===== src/rtl/pipelined_mult_nxn.sv =====
`default_nettype none
// +------------------------------------------------------------------------+
// | pipelined_mult_nxn: 3-stage W x W multiplier, signed (Baugh-Wooley) or  |
// | unsigned per operation, valid/ready on both sides.  Revision: 1.0       |
// +------------------------------------------------------------------------+
module pipelined_mult_nxn #(
  parameter int W         = 8,
  parameter bit SIGNED_EN = 1'b1
) (
  input  logic           clk,
  input  logic           rst,
  input  logic           in_valid,
  output logic           in_ready,
  input  logic [W-1:0]   a,
  input  logic [W-1:0]   b,
  input  logic           is_signed,
  output logic           out_valid,
  input  logic           out_ready,
  output logic [2*W-1:0] p,
  output logic           busy
);

  localparam int PW = 2 * W;

  logic            v1_q, v1_d, v2_q, v2_d, v3_q, v3_d;
  logic [W*W-1:0]  pp_q, pp_d;
  logic            sgn1_q, sgn1_d;
  logic [PW-1:0]   sum_q, sum_d, cry_q, cry_d, p_q, p_d;

  logic            w_mode;
  logic [W*W-1:0]  w_pp;
  logic [PW-1:0]   w_row, w_t, w_sum, w_cry;
  logic            w_rdy1, w_rdy2, w_rdy3;

  // Row i of the partial-product matrix lives at pp[i*W +: W].
  always_comb begin : pp_gen
    w_mode = SIGNED_EN && is_signed;
    w_pp   = '0;
    for (int i = 0; i < W; i++) begin
      for (int j = 0; j < W; j++) begin
        w_pp[i*W+j] = a[j] & b[i];
        if (w_mode && (((i < W-1) && (j == W-1)) || ((i == W-1) && (j < W-1))))
          w_pp[i*W+j] = ~w_pp[i*W+j];
      end
    end
  end

  // Array-order 3:2 reduction: each row (plus the Baugh-Wooley constant row)
  // is folded into a running sum/carry pair, leaving two bits per column.
  always_comb begin : compress
    w_sum = '0;
    w_cry = '0;
    w_row = '0;
    w_t   = '0;
    for (int i = 0; i <= W; i++) begin
      if (i < W) begin
        w_row = PW'(pp_q[i*W +: W]) << i;
      end else begin
        w_row = '0;
        if (sgn1_q) begin
          w_row[W]    = 1'b1;
          w_row[PW-1] = 1'b1;
        end
      end
      w_t   = w_sum ^ w_cry ^ w_row;
      w_cry = ((w_sum & w_cry) | (w_sum & w_row) | (w_cry & w_row)) << 1;
      w_sum = w_t;
    end
  end

  always_comb begin : next_state
    w_rdy3 = !v3_q || out_ready;
    w_rdy2 = !v2_q || w_rdy3;
    w_rdy1 = !v1_q || w_rdy2;
    v1_d   = v1_q;
    pp_d   = pp_q;
    sgn1_d = sgn1_q;
    v2_d   = v2_q;
    sum_d  = sum_q;
    cry_d  = cry_q;
    v3_d   = v3_q;
    p_d    = p_q;
    if (w_rdy1) begin
      v1_d = in_valid;
      if (in_valid) begin
        pp_d   = w_pp;
        sgn1_d = w_mode;
      end
    end
    if (w_rdy2) begin
      v2_d = v1_q;
      if (v1_q) begin
        sum_d = w_sum;
        cry_d = w_cry;
      end
    end
    if (w_rdy3) begin
      v3_d = v2_q;
      if (v2_q) p_d = sum_q + cry_q;
    end
  end

  always_ff @(posedge clk or posedge rst) begin
    if (rst) begin
      v1_q   <= 1'b0;
      v2_q   <= 1'b0;
      v3_q   <= 1'b0;
      pp_q   <= '0;
      sgn1_q <= 1'b0;
      sum_q  <= '0;
      cry_q  <= '0;
      p_q    <= '0;
    end else begin
      v1_q   <= v1_d;
      v2_q   <= v2_d;
      v3_q   <= v3_d;
      pp_q   <= pp_d;
      sgn1_q <= sgn1_d;
      sum_q  <= sum_d;
      cry_q  <= cry_d;
      p_q    <= p_d;
    end
  end

  assign in_ready  = w_rdy1;
  assign out_valid = v3_q;
  assign p         = p_q;
  assign busy      = v1_q | v2_q | v3_q;

endmodule
`default_nettype wire


===== config.mk =====
export PLATFORM = sky130hd
export DESIGN_NAME = pipelined_mult_nxn
export DESIGN_NICKNAME = d
export VERILOG_FILES = /design/src/rtl/pipelined_mult_nxn.sv
export SDC_FILE = /design/constraint.sdc
export NUM_CORES = 1
export LEC_CHECK = 0
export CORE_MARGIN = 2
export CORE_UTILIZATION = 53
export DETAILED_ROUTE_END_ITERATION = 10
export GPL_TIMING_DRIVEN = 0
export PLACE_DENSITY = 0.79
export SYNTH_ARGS = -nofsm -noshare
export SYNTH_HDL_FRONTEND = slang
export SYNTH_SLANG_ARGS = --single-unit

===== constraint.sdc =====
create_clock -name clk -period 3.9 [get_ports clk]
set_input_delay 0.78 -clock clk [delete_from_list [all_inputs] [get_ports clk]]
set_output_delay 0.78 -clock clk [all_outputs]
set_load 0.01 [all_outputs]

Word-level counts from Yosys, hierarchy flattened
Index checks and enable logic that the tools add are counted.
Word-level totals
  logic and storage cells: 164
  output and inout port bits: 19
  bits in registers: 115
Cells by class
  reductions and logical operators: 9
  multiplexer cells: 15
  add/sub/neg operators: 1
  bitwise operators: 131
Operator list (number)
  $and 1x1->1: 64
  $or 15x15->15: 4
  $and 14x15->15: 2
  $and 15x15->15: 2
  $and 15x9->15: 2
  $and 13x14->14: 2
  $or 14x14->14: 2
  $and 12x13->13: 2
  $or 13x13->13: 2
  $and 11x12->12: 2
  $or 12x12->12: 2
  $and 10x11->11: 2
  $or 11x11->11: 2
  $and 9x10->10: 2
  $or 10x10->10: 2
  $add 16x16->16: 1
  $xor 15x16->16: 1
  $xor 16x16->16: 1
  $mux 1: 15
  $xor 14x15->15: 1
  $xor 15x15->15: 1
  $and 14x14->14: 1
  $not 1->1: 14
  $xor 13x14->14: 1
  19 further kinds: 26

Logic depth before layout (Yosys ltp)
  depth in word-level cells: 22
  depth in mapped cells: 13
  gate-level depth less buffers: 13

Least setup slack after synthesis
No wires, ideal clock.
  path kind: reg2reg
  start: register pp_q[7]
  end: register sum_q[8]
  cell stages (with the launch flop): 12
  arrival: 4.082 ns
  path buffers: 0
  path slack: -0.306 ns
  path through: dfrtp_1 ha_1 fa_1 fa_1 fa_1 fa_1 fa_1 inv_1 fa_1 inv_1 fa_1 mux2_2
On the way
  cells in the longest elaborated chain, start to end: 16
  elaborated cells between the ends (all ways): 40
RTL lines
  start: declaration: RTL line 26  | logic [W*W-1:0] pp_q, pp_d;
  start signal: assignment: RTL line 117  | pp_q <= pp_d;
  $xor 8x9->9: RTL line 65  | w_t = w_sum ^ w_cry ^ w_row;
  $and 9x10->10 / $xor 9x10->10 (equally long branches): RTL line 66, 65
  $or 10x10->10 / $xor 10x10->10 (equally long branches): RTL line 66, 65
  $or 10x10->10 (tied with other cells): RTL line 66  | w_cry = ((w_sum & w_cry) | (w_sum & w_row) | (w_cry & w_row)) << 1;
  $xor 10x11->11 (tied with other cells): RTL line 65
  $xor 11x11->11 (tied with other cells): RTL line 65
  $xor 11x12->12 (tied with other cells): RTL line 65
  $xor 12x12->12 (tied with other cells): RTL line 65
  $xor 12x13->13 (tied with other cells): RTL line 65
  $xor 13x13->13 (tied with other cells): RTL line 65
  $xor 13x14->14 (tied with other cells): RTL line 65
  $xor 14x14->14 (tied with other cells): RTL line 65
  $xor 14x15->15 / $or 15x15->15 (equally long branches): RTL line 65, 66
  $xor 15x15->15 / $or 15x15->15 (equally long branches): RTL line 65, 66
  $xor 15x16->16 *: RTL line 65
  $xor 16x16->16 *: RTL line 65
  named net w_sum[8]: RTL line 32  | logic [PW-1:0] w_row, w_t, w_sum, w_cry;
  end signal: assignment: RTL line 119  | sum_q <= sum_d;
  end: declaration: RTL line 28  | logic [PW-1:0] sum_q, sum_d, cry_q, cry_d, p_q, p_d;
The timed path passes the listed nets; every way through them passes the cells marked *.
A chain may end at the register's enable or synchronous reset.

Worst setup path in the final report
Same ends and word-level chain as after synthesis.

==> impl_metrics.tcl <==
set metrics [dict create \
    status "finished with violations" \
    violations "setup timing" \
    reg2reg_depth 11 \
    sequentialPowerShare_pct 37.9 \
    core-area_um2 10400 \
    p_leak_nw 3.04 \
    r2r_slack_ps -450 \
    min_path_cells 2 \
    p_sw_w 0.00153 \
    layout_setup_ws_ps -454 \
    worstMarginPinSlew_ps 439 \
    grt_pass1_vias 4113 \
    cts_root_buffer "clkbuf_8" \
    drtIter0Drc 215 \
    cts_sinks 107 \
    nets 689 \
    worstPathRequired_ps 4180 \
    cts_hold_buffers 0 \
    dp_slack_ps -457 \
    setup_viol 7 \
    cts_tree "done" \
    track_usage_pct 21.6 \
    final_util_pct 61.5 \
    antenna_cells 0 \
    cts_buffers 9 \
    grt_pass1_wl_mm 19.6 \
    wirelength_mm 11.5 \
    synth_flop_cell "dfrtp_1" \
    finClkSkew_ps 11.9 \
    viasPerCell 5.28 \
    finalMaxSlewViolations 0 \
    clkSlewWorstSetupHoldPaths_ps 120 \
    ys_ff_latch 107 \
    post-route-period-util_pct 112 \
    pwr-share-comb_pct 45.3 \
    gp_congestion 0.807 \
    startpoint_type "flip-flop" \
    maxCapViolations 0 \
    synth_cells 569 \
    drc_errors 0 \
    die_area_um2 11600 \
    p_per_area_nw_per_um2 633 \
    io_pins 40 \
    reg2reg_to "sum_q[8]" \
    synth-async-reset-ratio_pct 100 \
    cp_max_fo 2 \
    die_h_um 108 \
    die_w_um 108 \
    critical_path_class "reg2reg" \
    cts.htree.levels 3 \
    first_pass_iters 5 \
    drive_gt1_share_pct 12.0 \
    numPortBuffers 22 \
    worstSkewPairLatency_ps 380 \
    power_w 0.00406 \
    hold_viol_final 0 \
    cp.arrival_ps 4630 \
    hp-start "sum_q[6]" \
    mostFrequentLayoutCells "nand2_1, dfrtp_1, o21ai_0" \
    vdd_drop_max_uv 322 \
    min_to "p[6]" \
    ant_nets 0 \
    ys_seq_area_share_pct 46.8 \
    antenna_found_initial 0 \
    worstReg2RegStart "pp_q[7]" \
    synth_edf_count 0 \
    swShare_pct 37.8 \
    synth_fp_nets 653 \
    hp-class "reg2reg" \
    areaGrowthSynthToFinish_pct 12.0 \
    yosysUniqueCellTypes 32 \
    synth_area_um2 5720 \
    fmax_ghz 0.230 \
    grt_max_degree 76 \
    layout_commonest_cell "nand2_1" \
    vias 3941 \
    std_cell_rows 37 \
    ctsLongestPathBuffers 2 \
    ys_warn_count 0 \
    crit_path_end_kind "flip-flop" \
    overflow 0 \
    rsz0062_at_grt "true" \
    dp_hpwl_mm 8.53 \
    power.internal_w 0.00252 \
    clkPwrFrac_pct 16.8 \
    floorplan.initialDensity_pct 54.9 \
    slew_headroom_pct 70.7 \
    syn_avg_cell_area_um2 10.1 \
    layout_min_cycle_time_ps 4350 \
    routedWlPerCell_um 15.4 \
]
==> worst max path at each step <==
stage	from	end	depth (start not counted)
6_report	pp_q[7]	sum_q[8]	11
5_1_grt	pp_q[7]	sum_q[8]	11
4_1_cts	pp_q[14]	sum_q[8]	11
3_5_place_dp	pp_q[7]	sum_q[8]	11
3_3_place_gp	rst	pp_q[55]	2
2_1_floorplan	pp_q[7]	sum_q[8]	11
==> cells by family (layout without fill, tap and decap cells) <==
logic type,after synthesis,count (layout),synth area share [%]
fa+ha+maj,63,63,19.5
flops,107,107,46.8
mux,18,18,3.54
compound gates,84,84,7.70
xor+xnor,17,17,2.60
buf+inv,92,133,6.65
simple gates,188,188,13.2
==> what timing repair did <==
action / CTS / global route
gates cloned: 0 / 0
endpoints found under the hold margin: 0 / 0
endpoints found under the setup margin: 7 / 10
pin swaps: 0 / 2
resized for setup: 5 / 9
buffers inserted: 0 / 2
==> Yosys cell counts (3+ instances only) <==
library cell | n | share of area, %
a21oi_1 | 13 | 1.1
buf_1 | 10 | 0.66
buf_2 | 14 | 1.2
clkbuf_1 | 9 | 0.59
dfrtp_1 | 107 | 47
fa_1 | 44 | 15
ha_1 | 19 | 4.2
inv_1 | 54 | 3.5
mux2_2 | 17 | 3.3
nand2_1 | 162 | 11
nand2b_1 | 3 | 0.33
nand4_1 | 3 | 0.33
nor2_1 | 10 | 0.66
nor2b_1 | 3 | 0.33
o21ai_0 | 64 | 5.6
xnor2_1 | 11 | 1.7
xor2_1 | 6 | 0.92
==> registers in the layout, indices dropped and copies added (netlist names) <==
register / cells
pp_q: 64
p: 16
sum_q: 16
cry_q: 7
out_valid: 1
sgn1_q: 1
v1_q: 1
v2_q: 1
==> layer usage <==
| metal | global-route usage [%] | vias up | part of all wire [%] |
|---|---|---|---|
| li1 | - | 1852 | - |
| met1 | 28.8 | 1990 | 44 |
| met2 | 36.3 | 86 | 51 |
| met3 | 4.24 | 13 | 3.9 |
| met4 | 6.14 | 0 | 1.2 |
| met5 | 0 | - | 0 |
==> power groups by stage <==
stage	clock network, W	logic, W	registers [W]
2_1_floorplan	0	0.00122	0.00155
4_1_cts	0.000694	0.00181	0.00154
5_1_grt	0.000747	0.00215	0.00157
6_report	0.000681	0.00184	0.00154
3_5_place_dp	0	0.00177	0.00156
3_3_place_gp	0	0.00171	0.00154
==> critical path, cell delays in order (launching register included) <==
cell and delay (ps):
dfrtp_1 420, ha_4 150, inv_1 40, fa_1 470
inv_1 50, fa_2 530, fa_2 440, fa_1 510
fa_1 440, fa_1 520, fa_1 410, mux2_2 270
==> final cells by class <==
cell class,count,area (um2)
inverter,54,205
clock buffer,9,124
buffer,38,178
timing repair buffer,25,263
sequential,107,2680
fill,844,4010
tap,136,170
multi-input combinational,370,2710
clock inverter,7,76.3
==> metrics by stage <==
step	hold slack (ps)	cell area [um2]	TNS, ps	std cells
global route	506	6410	-2810	746
CTS	478	6360	-1680	744
floorplan	433	5730	-857	569
finish	480	6410	-1800	746
global placement	449	6120	-117700	727
detailed placement	455	6150	-1840	728
Power figures use the tool's default switching activity.
